File: src/rtl/exec_datapath_if.sv
// Instruction/result bus of the two-stage execute datapath.
// Carries the instruction handshake, the completion report, the flag
// register output and the debug register read port.
interface exec_datapath_if #(
    parameter int DATA_W = 32,
    parameter int NREG   = 16
);
    localparam int AW      = $clog2(NREG);
    localparam int INSTR_W = 3 + 3 * AW;

    logic               in_valid;
    logic               in_ready;
    logic [INSTR_W-1:0] in_instr;
    logic               res_valid;
    logic               res_we;
    logic [AW-1:0]      res_rd;
    logic [DATA_W-1:0]  res_data;
    logic [3:0]         flags;
    logic [AW-1:0]      dbg_addr;
    logic [DATA_W-1:0]  dbg_data;

    // Instruction source (sequencer side)
    modport master (
        output in_valid, in_instr, dbg_addr,
        input  in_ready, res_valid, res_we, res_rd, res_data, flags, dbg_data
    );

    // Datapath side
    modport slave (
        input  in_valid, in_instr, dbg_addr,
        output in_ready, res_valid, res_we, res_rd, res_data, flags, dbg_data
    );
endinterface

File: src/rtl/exec_datapath.sv
// Two-stage execute datapath: register file read (stage 1) feeding an ALU
// with writeback and NZCV flag update (stage 2).
// Optional feature macro: EXEC_FWD_EN
//   defined   - RAW hazards are resolved by forwarding the stage-2 result,
//               in_ready is always 1.
//   undefined - RAW hazards stall the incoming instruction for one cycle.
module exec_datapath #(
    parameter int DATA_W = 32,
    parameter int NREG   = 16
) (
    input logic             clk,
    input logic             reset,
    exec_datapath_if.slave  bus
);
    localparam int AW      = $clog2(NREG);
    localparam int INSTR_W = 3 + 3 * AW;

    typedef enum logic [2:0] {
        OP_ADD = 3'b000,
        OP_SUB = 3'b001,
        OP_AND = 3'b010,
        OP_OR  = 3'b011,
        OP_XOR = 3'b100,
        OP_SLT = 3'b101,
        OP_CMP = 3'b110,
        OP_MOV = 3'b111
    } op_e;

    // Architectural and pipeline state
    logic [DATA_W-1:0] regs_q [NREG];
    logic              v2_q;
    op_e               op_q;
    logic [AW-1:0]     rd_q;
    logic [DATA_W-1:0] a_q, b_q;
    logic              res_valid_q, res_we_q;
    logic [AW-1:0]     res_rd_q;
    logic [DATA_W-1:0] res_data_q;
    logic [3:0]        flags_q;

    // Incoming instruction fields
    op_e           in_op;
    logic [AW-1:0] in_rd, in_rs1, in_rs2;

    assign in_op  = op_e'(bus.in_instr[INSTR_W-1 -: 3]);
    assign in_rd  = bus.in_instr[3*AW-1 -: AW];
    assign in_rs1 = bus.in_instr[2*AW-1 -: AW];
    assign in_rs2 = bus.in_instr[AW-1:0];

    // Stage-2 ALU: result, flags and write enable
    logic [DATA_W-1:0] res_data_d;
    logic [3:0]        flags_d;
    logic              writes_d;
    logic              is_sub;
    logic [DATA_W-1:0] b_eff;
    logic [DATA_W:0]   sum;
    logic              carry, ovf;
    logic              wb_en;

    // ALU evaluation of the instruction held in stage 2
    always_comb begin
        // NOTE: every output gets a default first so no path leaves a value
        // unassigned, which would otherwise infer a latch.
        is_sub     = (op_q == OP_SUB) || (op_q == OP_CMP);
        b_eff      = is_sub ? ~b_q : b_q;
        sum        = {1'b0, a_q} + {1'b0, b_eff} + {{DATA_W{1'b0}}, is_sub};
        res_data_d = sum[DATA_W-1:0];
        carry      = 1'b0;
        ovf        = 1'b0;
        writes_d   = (op_q != OP_CMP);
        case (op_q)
            OP_ADD, OP_SUB, OP_CMP: begin
                carry = sum[DATA_W];
                ovf   = (a_q[DATA_W-1] == b_eff[DATA_W-1]) &&
                        (sum[DATA_W-1] != a_q[DATA_W-1]);
            end
            OP_AND:  res_data_d = a_q & b_q;
            OP_OR:   res_data_d = a_q | b_q;
            OP_XOR:  res_data_d = a_q ^ b_q;
            OP_SLT:  res_data_d = {{(DATA_W-1){1'b0}}, ($signed(a_q) < $signed(b_q))};
            OP_MOV:  res_data_d = b_q;
            default: ;
        endcase
        flags_d = {res_data_d[DATA_W-1], ~|res_data_d, carry, ovf};
    end

    assign wb_en = v2_q && writes_d;

    // Stage-1 operand read with write-through of the result retiring this edge
    logic [DATA_W-1:0] op_a_d, op_b_d;

    always_comb begin
        op_a_d = regs_q[in_rs1];
        op_b_d = regs_q[in_rs2];
        if (wb_en && (rd_q == in_rs1)) op_a_d = res_data_d;
        if (wb_en && (rd_q == in_rs2)) op_b_d = res_data_d;
    end

    // Handshake: forwarding makes every instruction acceptable; otherwise
    // a RAW dependency on the stage-2 instruction holds it for one cycle.
    logic accept;
`ifdef EXEC_FWD_EN
    assign bus.in_ready = 1'b1;
`else
    logic hazard;
    assign hazard       = wb_en && ((rd_q == in_rs1) || (rd_q == in_rs2));
    assign bus.in_ready = reset || !hazard;
`endif
    assign accept = bus.in_valid && bus.in_ready && !reset;

    // Pipeline, register file and result/flag registers
    always_ff @(posedge clk) begin
        if (reset) begin
            // NOTE: the register file is reset element by element because each
            // register must come up holding its own index; this keeps it in
            // flops rather than a RAM macro.
            for (int i = 0; i < NREG; i++) regs_q[i] <= DATA_W'(i);
            v2_q        <= 1'b0;
            op_q        <= OP_ADD;
            rd_q        <= '0;
            a_q         <= '0;
            b_q         <= '0;
            res_valid_q <= 1'b0;
            res_we_q    <= 1'b0;
            res_rd_q    <= '0;
            res_data_q  <= '0;
            flags_q     <= '0;
        end else begin
            // NOTE: non-blocking assignments so every register samples the
            // pre-edge values, regardless of statement order.
            v2_q <= accept;
            if (accept) begin
                op_q <= in_op;
                rd_q <= in_rd;
                a_q  <= op_a_d;
                b_q  <= op_b_d;
            end
            if (wb_en) regs_q[rd_q] <= res_data_d;
            res_valid_q <= v2_q;
            res_we_q    <= wb_en;
            if (v2_q) begin
                res_rd_q   <= rd_q;
                res_data_q <= res_data_d;
                flags_q    <= flags_d;
            end
        end
    end

    assign bus.res_valid = res_valid_q;
    assign bus.res_we    = res_we_q;
    assign bus.res_rd    = res_rd_q;
    assign bus.res_data  = res_data_q;
    assign bus.flags     = flags_q;
    assign bus.dbg_data  = regs_q[bus.dbg_addr];
endmodule

File: src/flat_wrapper.sv
// flat-port wrapper written by rule: the top's interface ports become plain ports
module exec_datapath_flat 
#(
    parameter int DATA_W = 32,
    parameter int NREG   = 16
)
  (clk, reset, bus_in_valid, bus_in_instr, bus_dbg_addr, bus_in_ready, bus_res_valid, bus_res_we, bus_res_rd, bus_res_data, bus_flags, bus_dbg_data);
  exec_datapath_if #(.DATA_W(DATA_W), .NREG(NREG)) bus_i ();
  input logic clk;
  input logic reset;
  input wire logic [$bits(bus_i.in_valid)-1:0] bus_in_valid;
  input wire logic [$bits(bus_i.in_instr)-1:0] bus_in_instr;
  input wire logic [$bits(bus_i.dbg_addr)-1:0] bus_dbg_addr;
  output wire logic [$bits(bus_i.in_ready)-1:0] bus_in_ready;
  output wire logic [$bits(bus_i.res_valid)-1:0] bus_res_valid;
  output wire logic [$bits(bus_i.res_we)-1:0] bus_res_we;
  output wire logic [$bits(bus_i.res_rd)-1:0] bus_res_rd;
  output wire logic [$bits(bus_i.res_data)-1:0] bus_res_data;
  output wire logic [$bits(bus_i.flags)-1:0] bus_flags;
  output wire logic [$bits(bus_i.dbg_data)-1:0] bus_dbg_data;
  assign bus_i.in_valid = bus_in_valid;
  assign bus_i.in_instr = bus_in_instr;
  assign bus_i.dbg_addr = bus_dbg_addr;
  assign bus_in_ready = bus_i.in_ready;
  assign bus_res_valid = bus_i.res_valid;
  assign bus_res_we = bus_i.res_we;
  assign bus_res_rd = bus_i.res_rd;
  assign bus_res_data = bus_i.res_data;
  assign bus_flags = bus_i.flags;
  assign bus_dbg_data = bus_i.dbg_data;
  exec_datapath #(.DATA_W(DATA_W), .NREG(NREG)) u_core (.clk(clk), .reset(reset), .bus(bus_i));
endmodule
File: config.mk
export PLATFORM = sky130hd
export DESIGN_NAME = exec_datapath_flat
export DESIGN_NICKNAME = d
export VERILOG_FILES = /design/src/rtl/exec_datapath_if.sv /design/src/rtl/exec_datapath.sv /design/src/flat_wrapper.sv
export SDC_FILE = /design/constraint.sdc
export NUM_CORES = 1
export LEC_CHECK = 0
export ABC_CLOCK_PERIOD_IN_PS = 5900
export CAP_MARGIN = 20
export CELL_PAD_IN_SITES_DETAIL_PLACEMENT = 1
export CELL_PAD_IN_SITES_GLOBAL_PLACEMENT = 1
export CORE_ASPECT_RATIO = 2
export CORE_MARGIN = 10
export CORE_UTILIZATION = 53
export DETAILED_ROUTE_END_ITERATION = 8
export PLACE_DENSITY_LB_ADDON = 0.1
export SYNTH_ARGS = -nofsm -noshare
export SYNTH_HDL_FRONTEND = slang
export SYNTH_SLANG_ARGS = --single-unit
File: constraint.sdc
create_clock -name clk -period 5.9 [get_ports clk]
set_clock_uncertainty 0.15 [all_clocks]
set_input_delay 0.59 -clock clk [delete_from_list [all_inputs] [get_ports clk]]
set_output_delay 0.59 -clock clk [all_outputs]
set_load 0.03 [all_outputs]
* Yosys cells after proc, flatten, opt, wreduce, memory -nomap -nowiden *
Memories as Yosys holds them, arrays and structs flattened. A register that Yosys moved wholly into a read port is not among the register bits.
Cells that the tools add are included.

cells by class
  add/subtract/negate cells = 2
  $mul = 0
  divide/modulo/power cells = 0
  $lt $le $gt $ge = 1
  equal/unequal tests = 12
  shifts and indexed selects = 0
  multiplexer cells = 12
  bitwise operators = 4
  reductions and logical operators = 15

operator list
  operator                                                               number
  32-bit one-hot mux with 5 select lines                                 1
  32-bit 2-to-1 mux                                                      2
  32-bit OR reduction                                                    2
  32-bit by 32-bit adder with 33-bit output                              1
  33-bit by 1-bit adder with 33-bit output                               1
  32-bit AND                                                             1
  32-bit less-than comparator                                            1
  32-bit NOT                                                             1
  32-bit bitwise OR                                                      1
  32-bit bitwise XOR                                                     1
  3-bit equality test, second input constant                             4
  4-bit equality test                                                    2
  1-bit 2-to-1 mux                                                       8
  3-bit by 2-bit equality test with 1-bit output, second input constant  2
  1-bit logical AND                                                      5
  4-bit 2-to-1 mux                                                       1
  3-bit by 1-bit equality test with 1-bit output, second input constant  1
  1-bit logical NOT                                                      3
  3-bit logical NOT                                                      1
  1-bit logical OR                                                       3
  3-bit inequality test, second input constant                           1
  3-bit OR reduction                                                     1
  1-bit equality test                                                    1
  1-bit inequality test                                                  1

storage, ports and cells
  register bits after elaboration = 50
  latch bits = 0
  RAM bits = 512
  bits in read-only memories = 0
  output and inout port bits = 75
  logic and storage cells = 55
  memories = 1

memory list
  name           depth  width  read ports  clocked after Yosys merged registers in  write ports  RTL line             source
  u_core.regs_q  16     32     3           2                                        16           exec_datapath.sv:30  logic [DATA_W-1:0] regs_q [NREG];

* Longest topological paths before layout *
  depth in word-level cells = 8
  gate-level depth with buffers = 19
  gate-level depth less buffers = 16

* Worst setup path after synthesis *
OpenSTA, ideal clock, no wires.

  path kind = register -> register
  start = reg u_core.op_q[2]
  end = mem u_core.regs_q[2][30], data pin
  library setup time = 0.266 ns
  arrival = 3.842 ns
  required time = 5.484 ns
  setup slack = 1.642 ns
  cell stages (with the launch flop) = 18
  buffers on the path = 4
  period minus slack after synthesis = 4.258 ns
  cells stage by stage = dfxtp_1 > and3b_1 > buf_2 > nor2_1 > buf_1 > xnor2_1 > ha_1 > a21o_1 > nand4_1 > a31oi_1 > o311ai_2 > a311oi_1 > a2111oi_2 > xnor2_1 > o221a_1 > buf_2 > buf_2 > nor2_1

RTL lines
  element                 RTL line              source
  start, declared         exec_datapath.sv:32   op_e op_q;
  start signal, assigned  exec_datapath.sv:132  op_q <= in_op;
  end, declared           exec_datapath.sv:30

* Worst setup path after layout *
  start = reg u_core.op_q[2]
  end = reg u_core.flags_q[2], in the netlist u_core.bus.flags[2]

on the way
  cells in the longest elaborated chain, start to end = 8

RTL lines
  element                                                                                RTL line              source
  3-bit by 1-bit equality test with 1-bit output or 3-bit equality test (tied branches)  exec_datapath.sv:63   is_sub = (op_q == OP_SUB) || (op_q == OP_CMP);
  1-bit logical OR                                                                       exec_datapath.sv:63
  32-bit 2-to-1 mux                                                                      exec_datapath.sv:64   b_eff = is_sub ? ~b_q : b_q;
  32-bit by 32-bit adder with 33-bit output                                              exec_datapath.sv:65   sum = {1'b0, a_q} + {1'b0, b_eff} + {{DATA_W{1'b0}}, is_sub};
  33-bit by 1-bit adder with 33-bit output                                               exec_datapath.sv:65
  32-bit one-hot mux with 5 select lines (*)                                             exec_datapath.sv:70   case (op_q)
  32-bit OR reduction (*)                                                                exec_datapath.sv:83   flags_d = {res_data_d[DATA_W-1], ~|res_data_d, carry, ovf};
  1-bit logical NOT (*)                                                                  exec_datapath.sv:83
  end signal, assigned                                                                   exec_datapath.sv:143  flags_q <= flags_d;
  end, declared                                                                          exec_datapath.sv:38   logic [3:0] flags_q;

Every way passes the cells marked *; elsewhere a longest branch is shown, timed or not.
A chain may end at the register's enable or synchronous reset.

==> results.tsv <==
stage	metric	value	unit
clocking	Max clock buf depth	3	
power	Max rail drop VDD	0.000416	V
timing	Max Freq	0.193	GHz
route	ANT nets after route	0	
clocking	clk_lat worst skew	670	ps
timing	worst setup margin	711	ps
job	max cap viols	0	
floorplan	Core ar.	72000	um^2
route	Via density	7.40	
clocking	htree depth	2	
critical_path	Worst Path Required	6350	ps
critical_path	delay-heaviest family, CP	simple AND/OR/NAND/NOR gates	
floorplan	Die Height	401	um
critical_path	CP endpoint kind	flip-flop	
route	Pre-antenna DRT Iters	5	
outcome	outcome	finished, final reports clean	
timing	final setup vio count	0	
placed_design	DP Wirelength	96.7	mm
layout	# diodes	0	
yosys	Synth Area per Inst	12.8	um^2
yosys	EDFF count, synth	512	
floorplan	Initial Utilization	0.535	
yosys	Yosys reg bits	625	
critical_path	CP Launch Type	flip-flop	
layout	area of all placed cells without fillers	42500	um^2
yosys	syn_nets	3156	
yosys	Mapped Cells	3006	
yosys	post-synth cell types	82	
layout	Area Growth Syn to Fin	10.2	%
critical_path	slowest CP cell	dfxtp_1	
critical_path	Critical Path, Cell by Cell	and3b_1 -> nor2_4 -> buf_4 -> xnor2_1 -> ha_1 -> a21oi_1 -> and4_1 -> nor2_1 -> nand3_1 -> nor3b_2 -> buf_4 -> and4_1 -> and4_1 -> nand4_1 -> nor3_1 -> a41o_1	
grt	GRT Residual Overflow	0	
timing	Slew Limit Headroom	0.230	
timing	worst slew pin tran	1160	ps
critical_path	CP max stage delay	510	ps
yosys	prevailing post-synth register cell	edfxtp_1	
route	initial DRC count	3327	
power	Power Density	275	nW/um^2
timing	max-slew violation count	0	
critical_path	Worst Path Buf+Inv	2	
critical_path	Crit Path Category	flip-flop to flip-flop	
timing	post-route minimum period	5190	ps
yosys	synthesized cell area	38500	um^2
floorplan	Die Width	211	um
floorplan	# rows	139	
yosys	Yosys warnings	0	
clocking	clock root buffer	clkbuf_16	
critical_path	CP dominant cell by count	and4_1	
power	Total Power	0.0117	W
hold_path	min-delay worst type	primary input to flip-flop	
timing	Fin. Hold Viols	0	
timing	tightest hold margin	216	ps
critical_path	Max FO, Critical Path	21	
clocking	post-CTS sizing	0	
placed_design	dpl ws	944	ps
route	DRC violations left	0	
power	Leak	14.5	nW
clocking	# clock sinks	625	
grt	largest net degree at the start of global routing	80	
placed_design	PortBufs	96	
clocking	Post-CTS Setup Inserts	0	
timing	RSZ-0062 raised after global routing	no	
clocking	Num CTS Buffers	57	
grt	initial antenna violation count	3	
critical_path	Data arrival, critical path	5640	ps
grt	vias in the first global route	31200	
timing	final setup TNS	0	ps
yosys	ys async rst share	0	
yosys	Seq/Total Area, Yosys	0.458	
clocking	clock-pin slew on the worst setup and hold paths	70	ps
grt	Total GRT Usage	0.363	
route	Vias	29200	
layout	nets	3137	
route	Routed wire per std cell	39.0	um
placed_design	GP Congestion	1.04	
route	total wire length	154	mm
clocking	CTS tree	done	
placed_design	DP Area	40600	um^2
grt	global-route wire length before repair	220	mm
floorplan	die area	84600	um^2
clocking	CTS Hold Buffers Added	0	
layout	layout cell share with drive strength beyond 1	0.248	
floorplan	number of I/O pins	97	
timing	Tcrit/Tclk final	0.879	
## worst register-to-register path, delay by kind of cell, from the launching register on
| kind | cells | cell delay (ps) |
|---|---|---|
| adders and majority gates | 1 | 390 |
| buffers and inverters | 2 | 640 |
| and+or+nand+nor | 10 | 2520 |
| DFF | 1 | 510 |
| xor gates and xnor gates | 1 | 200 |
| AOI/OAI and AO/OA | 2 | 720 |
## final cells by class
type,count,area (um^2)
fill,7030,29500
multi-input combinational,2009,19600
sequential,625,17600
timing repair buffer,202,1870
clock buffer,72,1530
tap,916,1150
clock inverter,31,377
inverter,92,345
## final timing paths
path	startpoint	end	slack, ps	depth (start not counted)
worst max register to register	u_core.op_q[2]	u_core.bus.flags[2]	710	16
worst min register to register	u_core.bus.res_data[18]	u_core.bus.res_data[18]	330	2
worst min-delay path	reset	u_core.bus.res_rd[0]	220	2
worst max-delay path	u_core.op_q[2]	u_core.bus.flags[2]	710	16
## layer usage
| metal | up-vias | GRT usage | share of wire |
|---|---|---|---|
| li1 | 11400 | - | - |
| met1 | 15000 | 0.393 | 0.31 |
| met2 | 2100 | 0.625 | 0.51 |
| met3 | 655 | 0.0666 | 0.093 |
| met4 | 6 | 0.266 | 0.085 |
| met5 | - | 0 | 0.00026 |
## metrics by stage
step | util | cells
after detailed placement | 0.563 | 3841
after floorplan | - | 3006
after global placement | 0.563 | 3839
final | 0.590 | 3947
after global routing | 0.590 | 3947
after CTS | 0.590 | 3944
## placed cells by master (no fill, tap or decap), drive strengths merged, types with 12 or more instances in the layout
| master | Yosys | layout |
|---|---|---|
| o21ai | 74 | 74 |
| ha | 127 | 127 |
| clkdlybuf4s50 | 0 | 83 |
| dfxtp | 113 | 113 |
| a221oi | 13 | 13 |
| edfxtp | 512 | 512 |
| nor2 | 580 | 580 |
| xnor2 | 41 | 41 |
| buf | 79 | 115 |
| nand2 | 236 | 236 |
| o211ai | 12 | 12 |
| nor3 | 16 | 16 |
| clkbuf | 201 | 76 |
| inv | 90 | 93 |
| a22oi | 15 | 15 |
| a211oi | 17 | 17 |
| clkinv | 2 | 20 |
| a21oi | 144 | 144 |
| xor2 | 15 | 15 |
| nand2b | 29 | 29 |
| mux4 | 480 | 480 |
| nor4 | 13 | 13 |
| nand3 | 36 | 36 |
## cells in the mapped netlist, drive strengths merged (5+ instances only)
| cell type | number | area share |
|---|---|---|
| nor2 | 580 | 0.056 |
| edfxtp | 512 | 0.40 |
| mux4 | 480 | 0.28 |
| nand2 | 236 | 0.023 |
| clkbuf | 201 | 0.020 |
| a21oi | 144 | 0.019 |
| ha | 127 | 0.041 |
| dfxtp | 113 | 0.059 |
| inv | 90 | 0.0088 |
| buf | 79 | 0.0087 |
| o21ai | 74 | 0.010 |
| xnor2 | 41 | 0.0093 |
| nand3 | 36 | 0.0048 |
| nand2b | 29 | 0.0047 |
| a211oi | 17 | 0.0034 |
| nor3 | 16 | 0.0021 |
| a22oi | 15 | 0.0029 |
| xor2 | 15 | 0.0034 |
| a221oi | 13 | 0.0034 |
| nor4 | 13 | 0.0021 |
| o211ai | 12 | 0.0023 |
| a22o | 11 | 0.0025 |
| and3 | 11 | 0.0018 |
| mux2i | 11 | 0.0029 |
| a21o | 10 | 0.0019 |
| and2 | 9 | 0.0015 |
| nand4 | 8 | 0.0013 |
| nor2b | 8 | 0.0013 |
| a221o | 7 | 0.0018 |
| o31ai | 7 | 0.0017 |
| or2 | 7 | 0.0011 |
| and4 | 6 | 0.0014 |
| o21bai | 6 | 0.0012 |
| a31oi | 5 | 0.0014 |
| nor3b | 5 | 0.0012 |
| o21a | 5 | 0.00097 |
## registers in the layout, indices dropped and copies added, names as in the netlist
name and cells:
u_core.regs_q 512, u_core.a_q 32, u_core.b_q 32, u_core.bus.res_data 31
u_core.bus.flags 4, u_core.bus.res_rd 4, u_core.rd_q 4, u_core.op_q 3
u_core.bus.res_valid 1, u_core.bus.res_we 1, u_core.v2_q 1
## logic make-up (layout without fill, tap and decap cells)
kind of cell    count (synthesis)  count (layout)  share of synthesized area
flops                         625             625                      0.458
buf+inv                       372             397                     0.0372
xor+xnor                       56              56                     0.0127
simple gates                  971             971                      0.104
mux                           492             492                      0.284
compound gates                362             362                     0.0631
fa+ha+maj                     128             128                     0.0417
## power by group
group          switching [W]  internal (W)
Sequential          0.000194       0.00495
Combinational        0.00163      0.000965
Clock                0.00177       0.00218
Total                0.00360       0.00809
(Power assumes the default switching activity.)
